`config.mk`:
```
export PLATFORM = sky130hd
export DESIGN_NAME = matmul_stream_host_flat
export DESIGN_NICKNAME = d
export VERILOG_FILES = /design/src/rtl/matmul_pkg.sv /design/src/rtl/matmul_stream_host_if.sv /design/src/rtl/matmul_elem_streamer.sv /design/src/rtl/matmul_stream_host.sv /design/src/flat_wrapper.sv
export SDC_FILE = /design/constraint.sdc
export NUM_CORES = 1
export LEC_CHECK = 0
export CELL_PAD_IN_SITES_DETAIL_PLACEMENT = 0
export CELL_PAD_IN_SITES_GLOBAL_PLACEMENT = 1
export CORE_ASPECT_RATIO = 0.5
export CORE_MARGIN = 2
export CORE_UTILIZATION = 35
export CTS_BUF_LIST = sky130_fd_sc_hd__clkbuf_2 sky130_fd_sc_hd__clkbuf_4 sky130_fd_sc_hd__clkbuf_8
export DETAILED_ROUTE_END_ITERATION = 6
export GPL_TIMING_DRIVEN = 1
export PLACE_DENSITY = 0.8
export SYNTH_ARGS = -nofsm -noshare
export SYNTH_HDL_FRONTEND = slang
export SYNTH_SLANG_ARGS = --single-unit
```
`constraint.sdc`:
```
create_clock -name clk -period 2.8 [get_ports clk]
set_input_delay 0.56 -clock clk [delete_from_list [all_inputs] [get_ports clk]]
set_output_delay 0.56 -clock clk [all_outputs]
set_load 0.05 [all_outputs]
```
`src/rtl/matmul_pkg.sv`:
```
// matmul_pkg: FSM state encodings and index-width helper shared by the host and the multiplier.
package matmul_pkg;

    localparam logic [2:0] IDLE   = 3'd0;
    localparam logic [2:0] START  = 3'd1;
    localparam logic [2:0] GAP    = 3'd2;
    localparam logic [2:0] STREAM = 3'd3;
    localparam logic [2:0] DRAIN  = 3'd4;

    function automatic int idx_w(input int x);
        return (x < 2) ? 1 : $clog2(x);
    endfunction

endpackage

```
`src/rtl/matmul_stream_host_if.sv`:
```
// matmul_stream_host_if: element streams and start/done handshake between host and multiplier.
interface matmul_stream_host_if #(
    parameter int DATA_WIDTH = 16,
    parameter int M = 64,
    parameter int N = 64,
    parameter int K = 64
) ();

    logic                               mm_start;
    logic                               mm_done;
    logic [DATA_WIDTH-1:0]              a_data;
    logic [matmul_pkg::idx_w(M)-1:0]    a_row;
    logic [matmul_pkg::idx_w(K)-1:0]    a_col;
    logic                               a_valid;
    logic [DATA_WIDTH-1:0]              b_data;
    logic [matmul_pkg::idx_w(K)-1:0]    b_row;
    logic [matmul_pkg::idx_w(N)-1:0]    b_col;
    logic                               b_valid;
    logic [DATA_WIDTH-1:0]              c_data;
    logic [matmul_pkg::idx_w(M)-1:0]    c_row;
    logic [matmul_pkg::idx_w(N)-1:0]    c_col;
    logic                               c_valid;

    modport master (
        output mm_start, a_data, a_row, a_col, a_valid, b_data, b_row, b_col, b_valid,
        input  c_data, c_row, c_col, c_valid, mm_done
    );

    modport slave (
        input  mm_start, a_data, a_row, a_col, a_valid, b_data, b_row, b_col, b_valid,
        output c_data, c_row, c_col, c_valid, mm_done
    );

endinterface

```
`src/rtl/matmul_elem_streamer.sv`:
```
// matmul_elem_streamer: row-major RAM reader emitting one tagged element per cycle.
// Tags are registered so they line up with the 1-cycle RAM read data.
module matmul_elem_streamer
    import matmul_pkg::*;
#(
    parameter int ROWS = 64,
    parameter int COLS = 64,
    parameter int DATA_WIDTH = 16,
    localparam int AW = idx_w(ROWS * COLS),
    localparam int RW = idx_w(ROWS),
    localparam int CLW = idx_w(COLS)
) (
    input  logic                  clk,
    input  logic                  rst_n,
    input  logic                  clr,
    input  logic                  run,
    output logic                  rd_en,
    output logic [AW-1:0]         rd_addr,
    input  logic [DATA_WIDTH-1:0] rd_data,
    output logic [DATA_WIDTH-1:0] data,
    output logic [RW-1:0]         row,
    output logic [CLW-1:0]        col,
    output logic                  valid,
    output logic                  fin
);

    localparam int CW = $clog2(ROWS * COLS) + 1;
    localparam logic [CW-1:0] TOT = CW'(ROWS * COLS);

    logic [CW-1:0]  cnt_q, cnt_d;
    logic [RW-1:0]  row_q, row_d, tag_row_q, tag_row_d;
    logic [CLW-1:0] col_q, col_d, tag_col_q, tag_col_d;
    logic           valid_q, valid_d;
    logic           last_col;

    always_comb begin
        rd_en     = run && (cnt_q != TOT);
        last_col  = col_q == CLW'(COLS - 1);
        cnt_d     = clr ? '0 : cnt_q + CW'(rd_en);
        col_d     = (clr || (rd_en && last_col)) ? '0 : col_q + CLW'(rd_en);
        row_d     = clr ? '0 : row_q + RW'(rd_en && last_col);
        valid_d   = rd_en;
        tag_row_d = rd_en ? row_q : tag_row_q;
        tag_col_d = rd_en ? col_q : tag_col_q;
    end

    always_ff @(posedge clk or negedge rst_n) begin
        if (!rst_n) begin
            cnt_q     <= '0;
            row_q     <= '0;
            col_q     <= '0;
            tag_row_q <= '0;
            tag_col_q <= '0;
            valid_q   <= 1'b0;
        end else begin
            cnt_q     <= cnt_d;
            row_q     <= row_d;
            col_q     <= col_d;
            tag_row_q <= tag_row_d;
            tag_col_q <= tag_col_d;
            valid_q   <= valid_d;
        end
    end

    // RAM data is already aligned with valid_q; gating keeps the bus quiet between elements.
    assign rd_addr = cnt_q[AW-1:0];
    assign data    = valid_q ? rd_data : '0;
    assign row     = tag_row_q;
    assign col     = tag_col_q;
    assign valid   = valid_q;
    assign fin     = cnt_q == TOT;

endmodule

```
`src/rtl/matmul_stream_host.sv`:
```
// matmul_stream_host: streams A and B to the multiplier and captures the C stream into RAM.
// Owns the run FSM, C-order checking and the sticky protocol error flag.
module matmul_stream_host
    import matmul_pkg::*;
#(
    parameter int DATA_WIDTH = 16,
    parameter int M = 64,
    parameter int N = 64,
    parameter int K = 64
) (
    input  logic                     clk,
    input  logic                     rst_n,
    input  logic                     go,
    output logic                     busy,
    output logic                     done,
    output logic                     err,
    output logic                     a_rd_en,
    output logic [idx_w(M*K)-1:0]    a_rd_addr,
    input  logic [DATA_WIDTH-1:0]    a_rd_data,
    output logic                     b_rd_en,
    output logic [idx_w(K*N)-1:0]    b_rd_addr,
    input  logic [DATA_WIDTH-1:0]    b_rd_data,
    output logic                     c_wr_en,
    output logic [idx_w(M*N)-1:0]    c_wr_addr,
    output logic [DATA_WIDTH-1:0]    c_wr_data,
    matmul_stream_host_if.master     mm
);

    localparam int CT  = M * N;
    localparam int CCW = $clog2(CT) + 1;
    localparam int CAW = idx_w(CT);
    localparam int RW  = idx_w(M);
    localparam int CW  = idx_w(N);

    logic [2:0]            state_q, state_d;
    logic [RW-1:0]         exp_row_q, exp_row_d;
    logic [CW-1:0]         exp_col_q, exp_col_d;
    logic [CCW-1:0]        rcv_q, rcv_d;
    logic                  wr_en_q, wr_en_d;
    logic [CAW-1:0]        wr_addr_q, wr_addr_d;
    logic [DATA_WIDTH-1:0] wr_data_q, wr_data_d;
    logic                  done_q, done_d;
    logic                  err_q, err_d;
    logic                  accept, in_drain, take, tag_ok, exp_last_col, finish, short_cnt;
    logic                  a_fin, b_fin, clr, run;

    assign clr = state_q == START;
    // Reads launch in GAP so the first element reaches the stream one cycle later.
    assign run = (state_q == GAP) || (state_q == STREAM);

    matmul_elem_streamer #(.ROWS(M), .COLS(K), .DATA_WIDTH(DATA_WIDTH)) u_a (
        .clk     (clk),
        .rst_n   (rst_n),
        .clr     (clr),
        .run     (run),
        .rd_en   (a_rd_en),
        .rd_addr (a_rd_addr),
        .rd_data (a_rd_data),
        .data    (mm.a_data),
        .row     (mm.a_row),
        .col     (mm.a_col),
        .valid   (mm.a_valid),
        .fin     (a_fin)
    );

    matmul_elem_streamer #(.ROWS(K), .COLS(N), .DATA_WIDTH(DATA_WIDTH)) u_b (
        .clk     (clk),
        .rst_n   (rst_n),
        .clr     (clr),
        .run     (run),
        .rd_en   (b_rd_en),
        .rd_addr (b_rd_addr),
        .rd_data (b_rd_data),
        .data    (mm.b_data),
        .row     (mm.b_row),
        .col     (mm.b_col),
        .valid   (mm.b_valid),
        .fin     (b_fin)
    );

    always_comb begin
        accept       = (state_q == IDLE) && go;
        in_drain     = state_q == DRAIN;
        take         = in_drain && mm.c_valid;
        tag_ok       = (mm.c_row == exp_row_q) && (mm.c_col == exp_col_q);
        exp_last_col = exp_col_q == CW'(N - 1);
        finish       = in_drain && mm.mm_done;
        short_cnt    = (rcv_q + CCW'(take)) != CCW'(CT);
        state_d      = accept ? START
                     : (state_q == START) ? GAP
                     : (state_q == GAP) ? STREAM
                     : (state_q == STREAM && a_fin && b_fin) ? DRAIN
                     : finish ? IDLE
                     : state_q;
        exp_col_d    = (accept || (take && exp_last_col)) ? '0 : exp_col_q + CW'(take);
        exp_row_d    = accept ? '0 : exp_row_q + RW'(take && exp_last_col);
        rcv_d        = accept ? '0 : rcv_q + CCW'(take);
        wr_en_d      = take;
        wr_addr_d    = take ? CAW'(int'(mm.c_row) * N + int'(mm.c_col)) : '0;
        wr_data_d    = take ? mm.c_data : '0;
        done_d       = finish;
        err_d        = accept ? 1'b0
                     : err_q || (take && !tag_ok) || (mm.c_valid && !in_drain) || (finish && short_cnt);
    end

    always_ff @(posedge clk or negedge rst_n) begin
        if (!rst_n) begin
            state_q   <= IDLE;
            exp_row_q <= '0;
            exp_col_q <= '0;
            rcv_q     <= '0;
            wr_en_q   <= 1'b0;
            wr_addr_q <= '0;
            wr_data_q <= '0;
            done_q    <= 1'b0;
            err_q     <= 1'b0;
        end else begin
            state_q   <= state_d;
            exp_row_q <= exp_row_d;
            exp_col_q <= exp_col_d;
            rcv_q     <= rcv_d;
            wr_en_q   <= wr_en_d;
            wr_addr_q <= wr_addr_d;
            wr_data_q <= wr_data_d;
            done_q    <= done_d;
            err_q     <= err_d;
        end
    end

    assign busy        = state_q != IDLE;
    assign done        = done_q;
    assign err         = err_q;
    assign mm.mm_start = state_q == START;
    assign c_wr_en     = wr_en_q;
    assign c_wr_addr   = wr_addr_q;
    assign c_wr_data   = wr_data_q;

endmodule
```
`src/flat_wrapper.sv`:
```
// flat-port wrapper written by rule: the top's interface ports become plain ports
module matmul_stream_host_flat import matmul_pkg::*;
#(
    parameter int DATA_WIDTH = 16,
    parameter int M = 64,
    parameter int N = 64,
    parameter int K = 64
)
  (clk, rst_n, go, busy, done, err, a_rd_en, a_rd_addr, a_rd_data, b_rd_en, b_rd_addr, b_rd_data, c_wr_en, c_wr_addr, c_wr_data, mm_mm_start, mm_a_data, mm_a_row, mm_a_col, mm_a_valid, mm_b_data, mm_b_row, mm_b_col, mm_b_valid, mm_c_data, mm_c_row, mm_c_col, mm_c_valid, mm_mm_done);
  matmul_stream_host_if #(.DATA_WIDTH(DATA_WIDTH), .M(M), .N(N), .K(K)) mm_i ();
  input  logic clk;
  input  logic rst_n;
  input  logic go;
  output logic busy;
  output logic done;
  output logic err;
  output logic a_rd_en;
  output logic [idx_w(M*K)-1:0] a_rd_addr;
  input  logic [DATA_WIDTH-1:0] a_rd_data;
  output logic b_rd_en;
  output logic [idx_w(K*N)-1:0] b_rd_addr;
  input  logic [DATA_WIDTH-1:0] b_rd_data;
  output logic c_wr_en;
  output logic [idx_w(M*N)-1:0] c_wr_addr;
  output logic [DATA_WIDTH-1:0] c_wr_data;
  output wire logic [$bits(mm_i.mm_start)-1:0] mm_mm_start;
  output wire logic [$bits(mm_i.a_data)-1:0] mm_a_data;
  output wire logic [$bits(mm_i.a_row)-1:0] mm_a_row;
  output wire logic [$bits(mm_i.a_col)-1:0] mm_a_col;
  output wire logic [$bits(mm_i.a_valid)-1:0] mm_a_valid;
  output wire logic [$bits(mm_i.b_data)-1:0] mm_b_data;
  output wire logic [$bits(mm_i.b_row)-1:0] mm_b_row;
  output wire logic [$bits(mm_i.b_col)-1:0] mm_b_col;
  output wire logic [$bits(mm_i.b_valid)-1:0] mm_b_valid;
  input wire logic [$bits(mm_i.c_data)-1:0] mm_c_data;
  input wire logic [$bits(mm_i.c_row)-1:0] mm_c_row;
  input wire logic [$bits(mm_i.c_col)-1:0] mm_c_col;
  input wire logic [$bits(mm_i.c_valid)-1:0] mm_c_valid;
  input wire logic [$bits(mm_i.mm_done)-1:0] mm_mm_done;
  assign mm_mm_start = mm_i.mm_start;
  assign mm_a_data = mm_i.a_data;
  assign mm_a_row = mm_i.a_row;
  assign mm_a_col = mm_i.a_col;
  assign mm_a_valid = mm_i.a_valid;
  assign mm_b_data = mm_i.b_data;
  assign mm_b_row = mm_i.b_row;
  assign mm_b_col = mm_i.b_col;
  assign mm_b_valid = mm_i.b_valid;
  assign mm_i.c_data = mm_c_data;
  assign mm_i.c_row = mm_c_row;
  assign mm_i.c_col = mm_c_col;
  assign mm_i.c_valid = mm_c_valid;
  assign mm_i.mm_done = mm_mm_done;
  matmul_stream_host #(.DATA_WIDTH(DATA_WIDTH), .M(M), .N(N), .K(K)) u_core (.clk(clk), .rst_n(rst_n), .go(go), .busy(busy), .done(done), .err(err), .a_rd_en(a_rd_en), .a_rd_addr(a_rd_addr), .a_rd_data(a_rd_data), .b_rd_en(b_rd_en), .b_rd_addr(b_rd_addr), .b_rd_data(b_rd_data), .c_wr_en(c_wr_en), .c_wr_addr(c_wr_addr), .c_wr_data(c_wr_data), .mm(mm_i));
endmodule
```
# After elaboration in Yosys (flattened, before gate mapping)

Index checks and enable logic that the tools add are counted.

Register bits: 135
Latch bits: 0
Bits in writable memories: 0
Bits in read-only memories: 0
Input bits: 65
Output and inout port bits: 117
Word-level logic and storage cells: 90
Memories: 0

$add $sub $neg: 10
Multipliers: 0
Div/mod/pow operators: 0
Magnitude comparators: 0
Equality and inequality tests: 14
Shifts and indexed selects: 0
Multiplexer cells: 19
Bitwise gates (word level): 0
Reductions and logical operators: 26

Operators with widths:

| cell                                                             | number |
|---|---|
| 16-bit two-way mux                                               | 3 |
| 13-bit by 1-bit adder with 13-bit output                         | 3 |
| 13-bit two-way mux                                               | 3 |
| 13-bit != test (second input constant)                           | 3 |
| 6-bit by 1-bit adder with 6-bit output                           | 6 |
| 6-bit two-way mux                                                | 6 |
| 13-bit == test (second input constant)                           | 2 |
| 6-bit == test (second input constant)                            | 3 |
| 3-bit two-way mux                                                | 5 |
| 1-bit logical AND                                                | 14 |
| 12-bit by 6-bit adder with 12-bit output                         | 1 |
| 6-bit == test                                                    | 2 |
| 12-bit two-way mux                                               | 1 |
| 1-bit logical OR                                                 | 7 |
| 3-bit by 2-bit == test with 1-bit output (second input constant) | 2 |
| 5-bit nonzero test                                               | 1 |
| 3-bit by 1-bit == test with 1-bit output (second input constant) | 1 |
| 3-bit == test (second input constant)                            | 1 |
| 3-bit zero test                                                  | 1 |
| 3-bit nonzero test                                               | 1 |
| 1-bit zero test                                                  | 2 |
| 1-bit two-way mux                                                | 1 |

# Longest topological paths before layout

Word-level depth: 8
Depth in mapped cells: 12
Depth with buffers taken out: 11

# Hierarchy

Synthesis repeated with hierarchy kept, for this count alone.

Cell total of the unflattened synthesis: 580
Area, all modules: 6521.3 µm²

By module, submodules not included:

| module               | instances | cells each | area each (µm²) | seq. area each (µm²) |
|---|---|---|---|---|
| matmul_elem_streamer | 2         | 168        | 1933.1          | 950.9 |
| matmul_stream_host   | 1         | 244        | 2655.0          | 1476.4 |

# Worst setup path before layout

Ideal clock, no wire load.

Path kind: reg2reg
Start: reg u_core.u_a.cnt_q[7]
End: reg u_core.u_a.cnt_q[10]
Library setup time: 156 ps
Arrival: 2445 ps
Path slack: 198 ps
Stages on the path, launching flop included: 13
Path buffers: 1
Cell sequence: dfrtp_1 nor4b_1 nand4_1 nand2_2 buf_2 inv_1 ha_1 ha_1 nand3_1 nor2_1 nand3_1 xor2_1 nor2_1

Cells in the longest elaborated chain, start to end: 4

Ends and longest elaborated chain:

| item                                     | line                       | text |
|---|---|---|
| start: declaration                       | matmul_elem_streamer.sv:30 | `logic [CW-1:0] cnt_q, cnt_d;` |
| start signal: assignment                 | matmul_elem_streamer.sv:56 | `cnt_q <= cnt_d;` |
| 13-bit != test                           | matmul_elem_streamer.sv:37 | `rd_en = run && (cnt_q != TOT);` |
| 1-bit logical AND                        | matmul_elem_streamer.sv:37 |  |
| net a_rd_en                              | flat_wrapper.sv:17         | `output logic a_rd_en;` |
| 13-bit by 1-bit adder with 13-bit output | matmul_elem_streamer.sv:39 | `cnt_d = clr ? '0 : cnt_q + CW'(rd_en);` |
| 13-bit two-way mux                       | matmul_elem_streamer.sv:39 |  |
| net u_core.u_a.cnt_d[10]                 | matmul_elem_streamer.sv:30 |  |

The timed path passes the listed nets, and every way through them passes these cells.
A chain may end at the register's enable or synchronous reset.

# Worst setup path after layout

Start: reg u_core.state_q[1]
End: out busy

Cells in the longest elaborated chain, start to end: 1

Ends and longest elaborated chain:

| item                     | line                      | text |
|---|---|---|
| start: declaration       | matmul_stream_host.sv:35  | `logic [2:0] state_q, state_d;` |
| start signal: assignment | matmul_stream_host.sv:118 | `state_q <= state_d;` |
| 3-bit nonzero test       | matmul_stream_host.sv:130 | `assign busy = state_q != IDLE;` |
| end: declaration         | flat_wrapper.sv:14        | `output logic busy;` |

Every way passes these cells.

==> results.yml <==
drt:
  vias_per_cell: 4.57
  num_vias: 4571
  drt-total-wl_um: 14600
  drt_iter0_drc: 239
  drtAntennaViolNets: 0
  drt-wirelength-per-cell_um: 14.5
  first_pass_iters: 4
  drc: 0
pwr:
  peakVddDrop_v: 0.000369
  power.density_nw_per_um2: 788
  power_uw: 6720
  p_leak_uw: 0.00399
sta:
  setup_violations: 0
  fin_tns_setup_ns: 0
  fin_crit_ns: 2.64
  slew-limit-headroom_pct: 62.4
  skew_ns: 0.0133
  fin_crit_sh_pct: 94.5
  slew_viol_final: 0
  max_freq_ghz: 0.378
  rsz0062_at_grt: "false"
  hold_violations: 0
  worst_slew_pin_slew_ns: 0.562
clocking:
  cts_max_level: 4
  cts_buffers: 17
  clkLatencyLatePin_ns: 0.43
  post_cts_buffers: 0
  clock_sinks: 135
  post_cts_resize_count: 0
  clkTransAtPathRegs_ns: 0.08
  cts_tree: "done"
  cts_root_buf: "clkbuf_8"
  ctsHoldBuffers: 0
  clock_path_buffers: 2
worst_setup_path:
  crit_start: "u_core.state_q[1]"
  crit-reg2reg-launch: "u_core.state_q[2]"
  start_kind: "register"
  r2r_cells: 10
  required_ns: 2.24
  worstPathMaxFanout: 8
  rrSetupSlack_ns: 0.36
  r2r-end: "u_core.err"
  cp-end-kind: "primary output"
  worstPathArrival_ns: 2.08
  worstSetupPathType: "reg2out"
floorplanning:
  die_x_um: 193
  die_area_um2: 19100
  die_h_um: 98.6
  initial_core_util_pct: 35.9
  ios: 182
  fp.coreArea_um2: 17400
  rows: 34
placement:
  port_buffers: 181
  gp_congestion: 0.778
  hpwl_um: 10700
layout:
  layout_commonest_cell: "clkdlybuf4s50_1"
  antenna_cells: 0
  fillers: 1594
  drive_gt1_share_pct: 14.6
  layout_common_cells: "clkdlybuf4s50_1 (145), dfrtp_1 (135), nor2_1 (73)"
  nets: 837
  syn_to_final_growth_pct: 35.9
grt:
  grt_use_total_pct: 15.6
  grt_pass1_wl_um: 23900
  antenna_found_initial: 0
  first_global_vias: 4665
  grt-ovfl-total: 0
  grt_max_degree: 59
synth:
  async_flop_share_pct: 100
  netlist_area_um2: 6270
  syn_inst: 587
  synth_fp_nets: 670
  yosys_warnings: 0
  synth_edf_count: 0
  yosysTopAreaCellShare_pct: 53.9
  yosys-top-cells-area: "dfrtp_1 (54%), xor2_1 (4.9%), nor2_1 (4.4%), xnor2_1 (4.2%), ha_1 (3.6%)"
  synth_flop_cell: "dfrtp_1"
  synth-seq-cells: 135
  ys_seq_area_share_pct: 53.9
  synth_cell_type_count: 41
  syn_area_per_cell_um2: 10.7
  synth.largest_area_cell: "dfrtp_1"
outcome:
  status: "finished, final reports clean"
run:
  cap_violations: 0
hold_path:
  hold_class: "in2async"
==> kinds of logic (layout without fill, tap and decap cells) <==
| family | after synthesis | count (layout) | share of synthesized area (%) |
|---|---|---|---|
| AO/OA/AOI/OAI | 25 | 25 | 2.29 |
| XOR/XNOR | 65 | 65 | 9.08 |
| adder cells (fa/ha/maj) | 18 | 18 | 3.59 |
| buffers and inverters | 58 | 238 | 5.25 |
| flip-flops | 135 | 135 | 53.9 |
| multiplexers | 20 | 20 | 3.59 |
| AND/OR/NAND/NOR | 266 | 266 | 22.3 |
==> flip-flops by register name, summed over array words and instances (netlist names) <==
signal and cells:
u_core.c_wr_en 1, u_core.u_b.col_q 6, u_core.u_a.cnt_q 13, u_core.u_b.cnt_q 13, u_core.u_a.col 6, u_core.u_a.row_q 6
u_core.u_a.row 6, u_core.c_wr_addr 12, u_core.err 1, u_core.exp_row_q 6, u_core.u_a.col_q 6, u_core.u_b.row_q 6
u_core.done 1, u_core.u_b.row 6, u_core.rcv_q 13, u_core.exp_col_q 6, u_core.state_q 3, u_core.u_b.col 6
u_core.c_wr_data 16, u_core.u_b.valid 1, u_core.u_a.valid 1
==> report_power, final <==
part	leakage (µW)	internal, µW	total [µW]	switching [µW]
Clock	0.000200	824	1620	801
Sequential	0.00181	2250	2570	326
Combinational	0.00198	930	2520	1590
==> synthesized netlist by cell type, types with 2 or more instances <==
cell	instances
a21oi_1	10
and2_1	34
and3_1	34
and4_1	2
buf_2	7
buf_4	27
clkbuf_1	12
dfrtp_1	135
ha_1	18
inv_1	10
mux2_2	20
nand2_1	34
nand2_2	2
nand3_1	24
nand4_1	16
nor2_1	73
nor2b_1	13
nor3_1	6
nor3_2	2
nor3b_1	4
nor4_1	4
nor4b_1	2
o21ai_0	9
or2_0	2
or3_1	8
xnor2_1	30
xor2_1	35
==> per-stage QoR <==
stage               std cells  hold WS (ns)  utilization (%)  setup slack, ns  instance area, µm²
floorplan                 587         0.264                -            0.198                6270
global placement          969         0.463             46.6           0.0897                8130
detailed placement        969         0.461             46.6           0.0492                8130
CTS                      1001        0.0995             48.9            0.121                8520
global route             1001         0.111             48.9           0.0968                8520
finish                   1001        0.0875             48.9            0.155                8520
==> critical path, cell delays in order, from the launching register on <==
cell and delay [ns]:
dfrtp_1 0.40, buf_4 0.17, or3_1 0.35, clkdlybuf4s50_1 0.74
==> layer usage <==
| layer | track usage, % | share of wire [%] | routed length (µm) |
|---|---|---|---|
| met5 | 0 | 0 | 0 |
| met4 | 5.11 | 1.0 | 152 |
| met3 | 2.67 | 2.0 | 292 |
| met2 | 26.9 | 51 | 7370 |
| met1 | 20.1 | 46 | 6750 |
==> worst max path at each step <==
stage,depth (start not counted),slack (ns),end
after floorplan,12,0.20,u_core.u_a.cnt_q[10]
after global placement,10,0.09,u_core.err
after detailed placement,10,0.05,u_core.err
after CTS,3,0.12,busy
after global routing,11,0.1,u_core.u_b.cnt_q[10]
final,3,0.16,busy
==> cell type report <==
type                    count  area, µm²  share of cell area [%]
clock buffers              18        248                    2.91
clock inverters            14        148                    1.73
inverters                  11       41.3                   0.484
multi-input cells         394       2570                    30.2
flip-flops and latches    135       3380                    39.6
well taps                 234        293                    3.44
repair buffers            195       1840                    21.6
(Power assumes the default switching activity.)
